[src/rtl/qdec_pkg.sv]
// Shared encodings for the quadrature decoder: phase codes, FSM states, filter depth.
package qdec_pkg;

  localparam logic [1:0] PH_00 = 2'b00;
  localparam logic [1:0] PH_10 = 2'b10;
  localparam logic [1:0] PH_11 = 2'b11;
  localparam logic [1:0] PH_01 = 2'b01;

  typedef enum logic {
    ST_PRIME = 1'b0,
    ST_TRACK = 1'b1
  } qdec_state_t;

  localparam int FILTER_LEN = 3;

  // Successor of a phase in the up (A-leads-B) sequence 00->10->11->01->00.
  function automatic logic [1:0] phase_next_up(input logic [1:0] ph);
    case (ph)
      PH_00:   return PH_10;
      PH_10:   return PH_11;
      PH_11:   return PH_01;
      default: return PH_00;
    endcase
  endfunction

endpackage

[src/rtl/qdec_sync_filter.sv]
// One encoder phase: SYNC_STAGES-flop synchronizer, plus a FILTER_LEN-sample
// stability filter when QDEC_GLITCH_FILTER_EN is defined.
module qdec_sync_filter
  import qdec_pkg::*;
#(
  parameter int SYNC_STAGES = 2
) (
  input  logic clk,
  input  logic reset,
  input  logic din,
  output logic dout
);

  logic [SYNC_STAGES-1:0] sync;
  logic                   sync_out;

  always_ff @(posedge clk or posedge reset) begin
    if (reset) sync <= '0;
    else       sync <= {sync[SYNC_STAGES-2:0], din};
  end

  assign sync_out = sync[SYNC_STAGES-1];

`ifdef QDEC_GLITCH_FILTER_EN
  logic [FILTER_LEN-2:0] hist;
  logic                  filt_q;
  logic                  filt_d;
  logic                  stable;

  // The current sample plus FILTER_LEN-1 history samples must all agree.
  assign stable = (hist == {(FILTER_LEN-1){sync_out}});
  assign filt_d = stable ? sync_out : filt_q;
  assign dout   = filt_d;

  always_ff @(posedge clk or posedge reset) begin
    if (reset) begin
      hist   <= '0;
      filt_q <= 1'b0;
    end else begin
      hist   <= {hist[FILTER_LEN-3:0], sync_out};
      filt_q <= filt_d;
    end
  end
`else
  assign dout = sync_out;
`endif

endmodule

[src/rtl/quadrature_decoder_counter.sv]
// x4 quadrature decoder with loadable wrap-around position counter and sticky error flag.
// Optional input glitch filter: define QDEC_GLITCH_FILTER_EN.
module quadrature_decoder_counter
  import qdec_pkg::*;
#(
  parameter int WIDTH       = 8,
  parameter int SYNC_STAGES = 2
) (
  input  logic             clk,
  input  logic             reset,
  input  logic             quad_a,
  input  logic             quad_b,
  input  logic             load_en,
  input  logic [WIDTH-1:0] data_in,
  input  logic             err_clr,
  output logic [WIDTH-1:0] count_out,
  output logic             dir,
  output logic             step,
  output logic             err
);

  // PRIME spans the whole input pipeline so inputs already nonzero at reset
  // release reach prev before tracking starts, instead of looking like a jump.
`ifdef QDEC_GLITCH_FILTER_EN
  localparam int PRIME_LEN = SYNC_STAGES + FILTER_LEN;
`else
  localparam int PRIME_LEN = SYNC_STAGES + 1;
`endif
  localparam int PCW = $clog2(PRIME_LEN + 1);

  logic              a_f;
  logic              b_f;
  logic [1:0]        cur;
  logic [1:0]        prev;
  qdec_state_t       state;
  logic [PCW-1:0]    prime_cnt;
  logic              is_up;
  logic              is_down;
  logic              is_bad;

  qdec_sync_filter #(.SYNC_STAGES(SYNC_STAGES)) u_sync_a (
    .clk   (clk),
    .reset (reset),
    .din   (quad_a),
    .dout  (a_f)
  );

  qdec_sync_filter #(.SYNC_STAGES(SYNC_STAGES)) u_sync_b (
    .clk   (clk),
    .reset (reset),
    .din   (quad_b),
    .dout  (b_f)
  );

  assign cur     = {a_f, b_f};
  assign is_up   = (cur == phase_next_up(prev));
  assign is_down = (prev == phase_next_up(cur));
  assign is_bad  = ((cur ^ prev) == 2'b11);

  always_ff @(posedge clk or posedge reset) begin
    if (reset) begin
      state     <= ST_PRIME;
      prime_cnt <= '0;
      prev      <= PH_00;
      count_out <= '0;
      dir       <= 1'b1;
      step      <= 1'b0;
      err       <= 1'b0;
    end else begin
      step <= 1'b0;
      prev <= cur;
      if (err_clr) err <= 1'b0;
      case (state)
        ST_PRIME: begin
          if (prime_cnt == PCW'(PRIME_LEN - 1)) state <= ST_TRACK;
          else                                   prime_cnt <= prime_cnt + PCW'(1);
        end
        ST_TRACK: begin
          // A new illegal jump overrides a simultaneous err_clr.
          if (is_bad) begin
            err <= 1'b1;
          end else if (!load_en && (is_up || is_down)) begin
            count_out <= is_up ? count_out + WIDTH'(1) : count_out - WIDTH'(1);
            dir       <= is_up;
            step      <= 1'b1;
          end
        end
        default: state <= ST_PRIME;
      endcase
      if (load_en) count_out <= data_in;
    end
  end

endmodule

[config.mk]
export PLATFORM = sky130hd
export DESIGN_NAME = quadrature_decoder_counter
export DESIGN_NICKNAME = d
export VERILOG_FILES = /design/src/rtl/qdec_pkg.sv /design/src/rtl/qdec_sync_filter.sv /design/src/rtl/quadrature_decoder_counter.sv
export SDC_FILE = /design/constraint.sdc
export NUM_CORES = 1
export LEC_CHECK = 0
export CAP_MARGIN = 20
export CELL_PAD_IN_SITES_DETAIL_PLACEMENT = 1
export CELL_PAD_IN_SITES_GLOBAL_PLACEMENT = 1
export CORE_ASPECT_RATIO = 1.4
export CORE_MARGIN = 1.5
export CORE_UTILIZATION = 38
export CTS_BUF_LIST = sky130_fd_sc_hd__clkbuf_16
export CTS_CLUSTER_DIAMETER = 150
export DETAILED_ROUTE_END_ITERATION = 16
export PLACE_DENSITY_LB_ADDON = 0.1
export SYNTH_ARGS = -nofsm -noshare
export SYNTH_HDL_FRONTEND = slang
export SYNTH_HIERARCHICAL = 1
export SYNTH_SLANG_ARGS = --single-unit
[constraint.sdc]
create_clock -name clk -period 3.4 [get_ports clk]
set_clock_uncertainty 0.1 [all_clocks]
set_input_delay 0.34 -clock clk [delete_from_list [all_inputs] [get_ports clk]]
set_output_delay 0.34 -clock clk [all_outputs]
set_load 0.01 [all_outputs]
==> results.md <==
Clocking:
- The clock latency on the worst-skew pair is 0.25 ns.
- The clock sink count is 20.
- The number of buffers added to fix hold violations after cts is 0.
- The tree is rooted in a clkbuf_16.
- After clock tree synthesis, the repair step resized 0 gates.
- The H-tree depth is 1.
- Clock-pin slew was measured on the worst setup and hold paths at 0.06 ns.
- The clock passes through at most 2 buffers.
- Once the clock tree was built, the setup fixing pass inserted 0 buffers.
- TritonCTS built the clock tree.
- The number of clock buffers added by TritonCTS is 3.

Final layout:
- From synthesis to final layout, the design area changed by 30.7%.
- The number of diodes added for antenna fixing is 0.
- In the final layout, the share of cells above drive strength 1 is 7.09%.
- The area taken by multi-input logic gates is 569 um2.
- The layout filler cell count is 337.
- The layout net count is 151.
- Excluding fillers, the count of instances in the completed layout stands at 164.
- The sequential cells in the finished layout cover a total of 502 um2.
- Leaving out fill and tap cells, the most frequent cell in the layout is clkdlybuf4s50_1.
- In the layout the commonest cells are 24 x clkdlybuf4s50_1, 19 x dfrtp_1, 8 x ha_1.

Yosys:
- In the synthesized netlist the dominant register cell turns out to be dfrtp_1.
- The synthesized design contains 20 register bits.
- The post-synthesis simple-gate area fraction is 10.1%.
- The portion of synthesized cell area occupied by the leading cell type is 42.6%.
- The synthesized netlist devotes 14.1% of its cell area to compound gates.
- The top cell type by total area after synthesis is dfrtp_1.
- The number of enable-type register cells in the synthesized netlist is 0.
- The synthesized area per cell is 10.8 um2.
- The distinct cell type count after synthesis is 33.
- The number of nets in the synthesized netlist is 126.
- The dominant combinational cell family by area after synthesis is compound AO/OA/AOI/OAI gates.
- The register area share after synthesis is 45.0%.
- Sorting the synthesized cells by area gives the leading types as dfrtp_1 43%, ha_1 9.0%, xnor2_1 5.5%.
- The synthesized netlist devotes 10.8% of its cell area to adder and majority cells.
- The share of flip-flops with an asynchronous set or reset is 100%.
- The number of instances in the synthesized netlist is 103.
- The area share of xor/xnor cells in the synthesized design is 9.42%.
- The post-synthesis instance area is 1120 um2.
- The Yosys step of the flow raised 6 warnings.
- The portion of netlist area occupied by mux cells is 6.61%.

STA:
- Setup total negative slack on the finished layout was measured at 0 ns.
- The clock period minus final worst setup slack is 2.91 ns.
- The maximum operating frequency is 344 MHz.
- The headroom to the max-slew limit is 55.8%.
- Setup repair after global routing left no endpoint under its margin.
- The transition time of the tightest slew-check pin is 0.662 ns.
- The final critical path takes up 85.6% of the cycle.
- The number of failing setup endpoints in the final timing report is 0.
- The count of endpoints failing hold in the final timing report is 0.
- The total count of max-transition violations in the final report was 0.

Global routing:
- Entering global routing, the biggest net connects 19 pins.
- The sum of overflow across all layers after global routing is 0.
- The number of global-route vias before repair is 945.
- The met2 demand-to-capacity share in global routing is 33.0%.
- Global routing used 17.8% of the available met1 tracks.
- In the global route stage, met3 resource usage came out at 2.24%.
- The first global-routing pass estimated 4.22 mm of wire.
- The initial antenna violation count is 0.
- The global routing's busiest layer is met2.
- Global routing used 16.8% of the available tracks across all layers.

Worst setup path:
- For the worst setup path, the data required time is 3.42 ns.
- The start-to-end type of the worst setup path is register to register.
- By instance count, the cell type seen most on the critical path is a2111oi_0.
- Measured in cells, the most critical reg-to-reg path has a length of 9.
- STA classifies the critical path startpoint as a register.
- The arrival time of the worst setup path is 2.93 ns.
- Of all nets on the critical path, the largest fanout is 11.
- Walking the worst path, the cells encountered are xor2_1 > nor2_1 > inv_1 > ha_1 > a211o_1 > a211oi_1 > a2111oi_0 > a2111oi_0 > nand3_1.
- In this design, the stage delay of the slowest critical-path cell is 0.41 ns.
- The cell type of the slowest stage on the worst timing path is dfrtp_1.
- The type of element capturing the critical path is a register.

Die:
- The total die area is 3280 um2.
- The floorplan step set the die height to 67.1 um.
- The initialized floorplan defines 23 standard-cell rows.
- The count of boundary I/O pins is 25.
- The starting density of the core is 39.6%.
- In this run the standard cell core region covers 2820 um2.
- The die is 48.8 um wide.

Detailed routing:
- The post-route DRC violation count is 0.
- The total detailed-routing wirelength is 2.38 mm.
- The total number of vias is 839.
- In this run the remaining antenna-violating nets after routing total 0.
- In the routed layout, each cell is associated on average with a via count of 5.12.
- The average wire length per cell after detail routing is 14.5 um.
- The first routing iteration left 11 violations.
- The pre-antenna-repair detailed-routing pass consisted of 3 iterations.

Min path:
- The worst hold path belongs to the class primary input to async pin.

Pwr:
- The leakage dissipation is 0.000644 uW.
- The largest vdd supply drop is 0.000378 V.
- Dividing total power by cell area gives a power density of 691 nW/um2.

Placed design:
- Including well taps, the total number of placed cells is 160.
- During placement, the flow inserted port buffers numbering 24.
- The weighted congestion at the end of routability-driven global placement is 0.801.
- The half-perimeter wire length of the detailed placement result is 1.82 mm.

Run status:
- The run finished with clean final reports.

Flow run:
- The max-cap violation count is 0.
==> worst max-delay path, delay by kind of cell (launching register included) <==
family,cells,cell delay [ns]
AOI/OAI and AO/OA,4,1.21
xor gates and xnor gates,1,0.17
adders and majority gates,1,0.36
buffers and inverters,1,0.23
DFF,1,0.41
and+or+nand+nor,2,0.30
==> layer usage <==
layer	wire length (um)	vias to the layer above
met4	44	0
met5	0	-
met1	920	414
met3	67	5
met2	1350	17
li1	-	403
==> layout make-up <==
cell class              instances  area share (%)
clock buffers                   3            5.15
clock inverters                 1           0.257
inverters                       6            1.54
multi-input cells              73            39.0
flip-flops and latches         20            34.4
well taps                      37            3.17
repair buffers                 24            16.5
==> kinds of logic after synthesis <==
group,after synthesis
AOI/OAI and AO/OA,23
and+or+nand+nor,22
DFF,20
xor gates and xnor gates,12
buffers and inverters,10
adders and majority gates,9
muxes,7
==> state kept, by name (all words and copies together), names as in the netlist <==
| name | cells |
|---|---|
| prev | 2 |
| count_out | 8 |
| state | 1 |
| u_sync_a/sync | 2 |
| err | 1 |
| u_sync_b/sync | 2 |
| step | 1 |
| prime_cnt | 2 |
| dir | 1 |
==> final timing paths <==
check	to	slack, ns	from
max	count_out[7]$_DFFE_PP0P_	0.49	prev[1]$_DFF_PP0_
min	u_sync_a/sync[1]$_DFF_PP0_	0.19	reset
max reg2reg	count_out[7]$_DFFE_PP0P_	0.49	prev[1]$_DFF_PP0_
min reg2reg	u_sync_a/sync[1]$_DFF_PP0_	0.25	u_sync_a/sync[0]$_DFF_PP0_
max in group asynchronous	count_out[5]$_DFFE_PP0P_	2.34	reset
min in group clk	u_sync_a/sync[1]$_DFF_PP0_	0.25	u_sync_a/sync[0]$_DFF_PP0_
==> metrics by stage <==
step | setup WS, ns | total power (uW) | instance area, um2 | util, % | hold WS (ns)
3_3_place_gp | 0.618 | 764 | 1380 | 48.9 | 0.236
4_1_cts | 0.422 | 1030 | 1460 | 51.7 | 0.193
2_1_floorplan | 0.879 | 619 | 1120 | - | -0.0188
3_5_place_dp | 0.468 | 774 | 1380 | 48.9 | 0.240
5_1_grt | 0.164 | 1090 | 1460 | 51.7 | 0.202
6_report | 0.489 | 1010 | 1460 | 51.7 | 0.189
==> synth_stat cells, drive strengths merged (2+ instances only) <==
cell     instances
clkbuf           3
ha               8
a2111oi          2
xor2             5
nand2            7
a21oi            4
xnor2            7
mux2i            4
dfrtp           19
and2             2
inv              6
o21ai            6
a21o             3
nor2             6
mux2             3
==> power by group <==
part           switching (uW)  internal (uW)  leakage [uW]  total (uW)
clock                    86.7            157     0.0000385         243
combinational             204            239      0.000373         443
sequential               38.3            284      0.000233         322
Note: power is estimated with default switching activity, not from simulation.
==> patch, RTL diff (config.mk and constraints unchanged) <==
Register the output `count_out` once more, cleared by the reset; this adds one clock of latency there. The other outputs are not delayed to match.
--- a/src/rtl/quadrature_decoder_counter.sv
+++ b/src/rtl/quadrature_decoder_counter.sv
@@ -27,6 +27,8 @@
   localparam int PRIME_LEN = SYNC_STAGES + 1;
 `endif
   localparam int PCW = $clog2(PRIME_LEN + 1);
+
+  logic [WIDTH-1:0] count_s0;
 
   logic              a_f;
   logic              b_f;
@@ -62,7 +64,7 @@
       state     <= ST_PRIME;
       prime_cnt <= '0;
       prev      <= PH_00;
-      count_out <= '0;
+      count_s0 <= '0;
       dir       <= 1'b1;
       step      <= 1'b0;
       err       <= 1'b0;
@@ -80,14 +82,22 @@
           if (is_bad) begin
             err <= 1'b1;
           end else if (!load_en && (is_up || is_down)) begin
-            count_out <= is_up ? count_out + WIDTH'(1) : count_out - WIDTH'(1);
+            count_s0 <= is_up ? count_s0 + WIDTH'(1) : count_s0 - WIDTH'(1);
             dir       <= is_up;
             step      <= 1'b1;
           end
         end
         default: state <= ST_PRIME;
       endcase
-      if (load_en) count_out <= data_in;
+      if (load_en) count_s0 <= data_in;
+    end
+  end
+
+  always_ff @(posedge clk or posedge reset) begin
+    if (reset) begin
+      count_out <= '0;
+    end else begin
+      count_out <= count_s0;
     end
   end
 
Behaviour: not the same (Yosys sat finds a counterexample within 4 cycles, from zero or initial values and one cycle with reset high).
==> patch against the unedited design <==
- area after synthesis increased by 18%
- die area grew 17%
- cell area is 14% higher
- power increased by 9.6%
- final cell count increased by 9.8%
- setup slack better by 0.37 ns
- critical path depth is 1 lower
- synthesized cell count increased by 13%
- sequential cell count increased by 8
- wire length up 8.3%
- via count grew 7.9%
==> patch: results (changes against the unedited design) <==
Logic synthesis
  – Synth cell count leaders: dfrtp_1, nand2_1, o21ai_0
  – Netlist cell types: 34 (+3.0%)
  – Gate Count Post-Synth: 116 (+13%)
  – FFs w/ async S/R, synth: 100% (unchanged)
  – Synthesized flop and latch total: 28 (+40%)
  – Synth top area cells: dfrtp_1, ha_1, xor2_1, o21ai_0, nand2_1
  – Seq/Total Area, Yosys: 53.4% (+8.4 points)
  – Post-synth EDFFs: 0 (unchanged)
  – Post-Syn Nets: 139 (+10%)
  – Synth Warn #: 6 (unchanged)

Placement
  – DP Wirelength: 1970 microns (+8.3%)
  – Pre-CTS setup slack: 0.851 ns (+0.383 ns)
  – Buffers on Ports: 24 (unchanged)
  – Placed cell area: 1590 sq um (+15%)
  – RePlAce Congestion: 0.802 (+0.19%)
  – Dpl cells: 176 (+10%)

Run status
  – Status: completed

Clocking
  – # Post-CTS Setup Buffers: 0 (unchanged)
  – CTS clk-pin slew, worst paths: about 0.07 ns
  – Post-CTS sizing: 0 (unchanged)
  – H-tree lvl count: 1 (unchanged)
  – Total CTS buffers: 3 (unchanged)
  – Clk_lat worst skew: 0.26 ns
  – Root Driver: clkbuf_16
  – Clk buf depth: 2 (unchanged)

Route
  – 1st-iter DRT viols: 11 (unchanged)
  – Detailed-router iteration count before antenna repair: 4 (+1)
  – Via/cell ratio: 5.03 (-1.7%)
  – DR WL/cell: 14.3 microns (-1.4%)
  – Vias: 905 (+7.9%)

Critical path
  – Largest stage delay, worst path: 0.49 ns (+0.08 ns)
  – Cells on worst reg2reg path: 8 (-1)
  – CP max stage cell: or4_1
  – CP max FO: 12 (+1)
  – Delay-heaviest family, CP: simple AND/OR/NAND/NOR gates
  – CP arrival: 2.64 ns (-0.29 ns)

Min path
  – Worst hold path type: in -> async

GRT
  – GRT Total Usage: 15.2% (-1.6 points)
  – First-pass GRT wire length: 4400 microns (+4.1%)
  – Vias in the first global route: 1,003 (+6.1%)
  – Initial antenna violation count: 0 (unchanged)
  – Largest net degree at the start of global routing: 25 (+6)

Cells and area
  – Layout cells sized above 1: 6.43% (-0.66 points)
  – # nets final: 164 (+8.6%)
  – FILL cells: 370 (+9.8%)
  – Antenna Cells: 0 (unchanged)
  – Top flop regs: count_out x8, count_s0 x8
  – P&R area growth vs syn: 26.6%

Power and ir drop
  – Leakage power: 0.739 nW (+15%)
  – P_int: 0.763 mW (+12%)
  – VDD IR max: 0.000345 V (-8.8%)

Timing
  – Slew HR: 37.0% (-19 points)
patch: path summary, 6_finish.rpt:
check | from | to | slack, ns
setup reg to reg | prev[1] | count_s0[7] | 0.86
hold reg to reg | u_sync_b/sync[0] | u_sync_b/sync[1] | 0.25
max in group asynchronous | reset | count_out[5] | 2.06
hold / removal | reset | u_sync_a/sync[0] | 0.19
min in group clk | u_sync_b/sync[0] | u_sync_b/sync[1] | 0.25
setup / recovery | prev[1] | count_s0[7] | 0.86
patch: kinds of logic (layout without fill, tap and decap cells):
group                    Yosys count  in the layout  synth area share, %
buffers and inverters             10             34                 3.14
flip-flops                        28             28                 53.4
AO/OA/AOI/OAI                     24             24                 10.8
adder cells (fa/ha/maj)            9              9                 9.13
XOR/XNOR                          12             12                 7.99
AND/OR/NAND/NOR                   29             29                 12.5
multiplexers                       4              4                 3.04
patch: power by group through the flow:
| stage | clock, mW | combinational (mW) | sequential [mW] |
|---|---|---|---|
| 2_1_floorplan | 0 | 0.242 | 0.463 |
| 3_3_place_gp | 0 | 0.389 | 0.452 |
| 3_5_place_dp | 0 | 0.400 | 0.455 |
| 4_1_cts | 0.274 | 0.403 | 0.449 |
| 5_1_grt | 0.284 | 0.443 | 0.456 |
| 6_report | 0.264 | 0.394 | 0.447 |
patch: per-layer routing:
layer / vias up / global-route usage (%) / routed length, microns
met1: 450 / 17.5 / 1060
met2: 9 / 28.2 / 1460
li1: 444 / - / -
met5: - / 0 / 0
met4: 0 / 4.27 / 9
met3: 2 / 2.46 / 55
patch: layout make-up:
| class | instances | area share [%] |
|---|---|---|
| clock buffers | 3 | 4.51 |
| clock inverters | 1 | 0.225 |
| inverters | 6 | 1.35 |
| multi-input cells | 78 | 34.3 |
| flip-flops and latches | 28 | 42.1 |
| well taps | 40 | 3.01 |
| repair buffers | 24 | 14.4 |
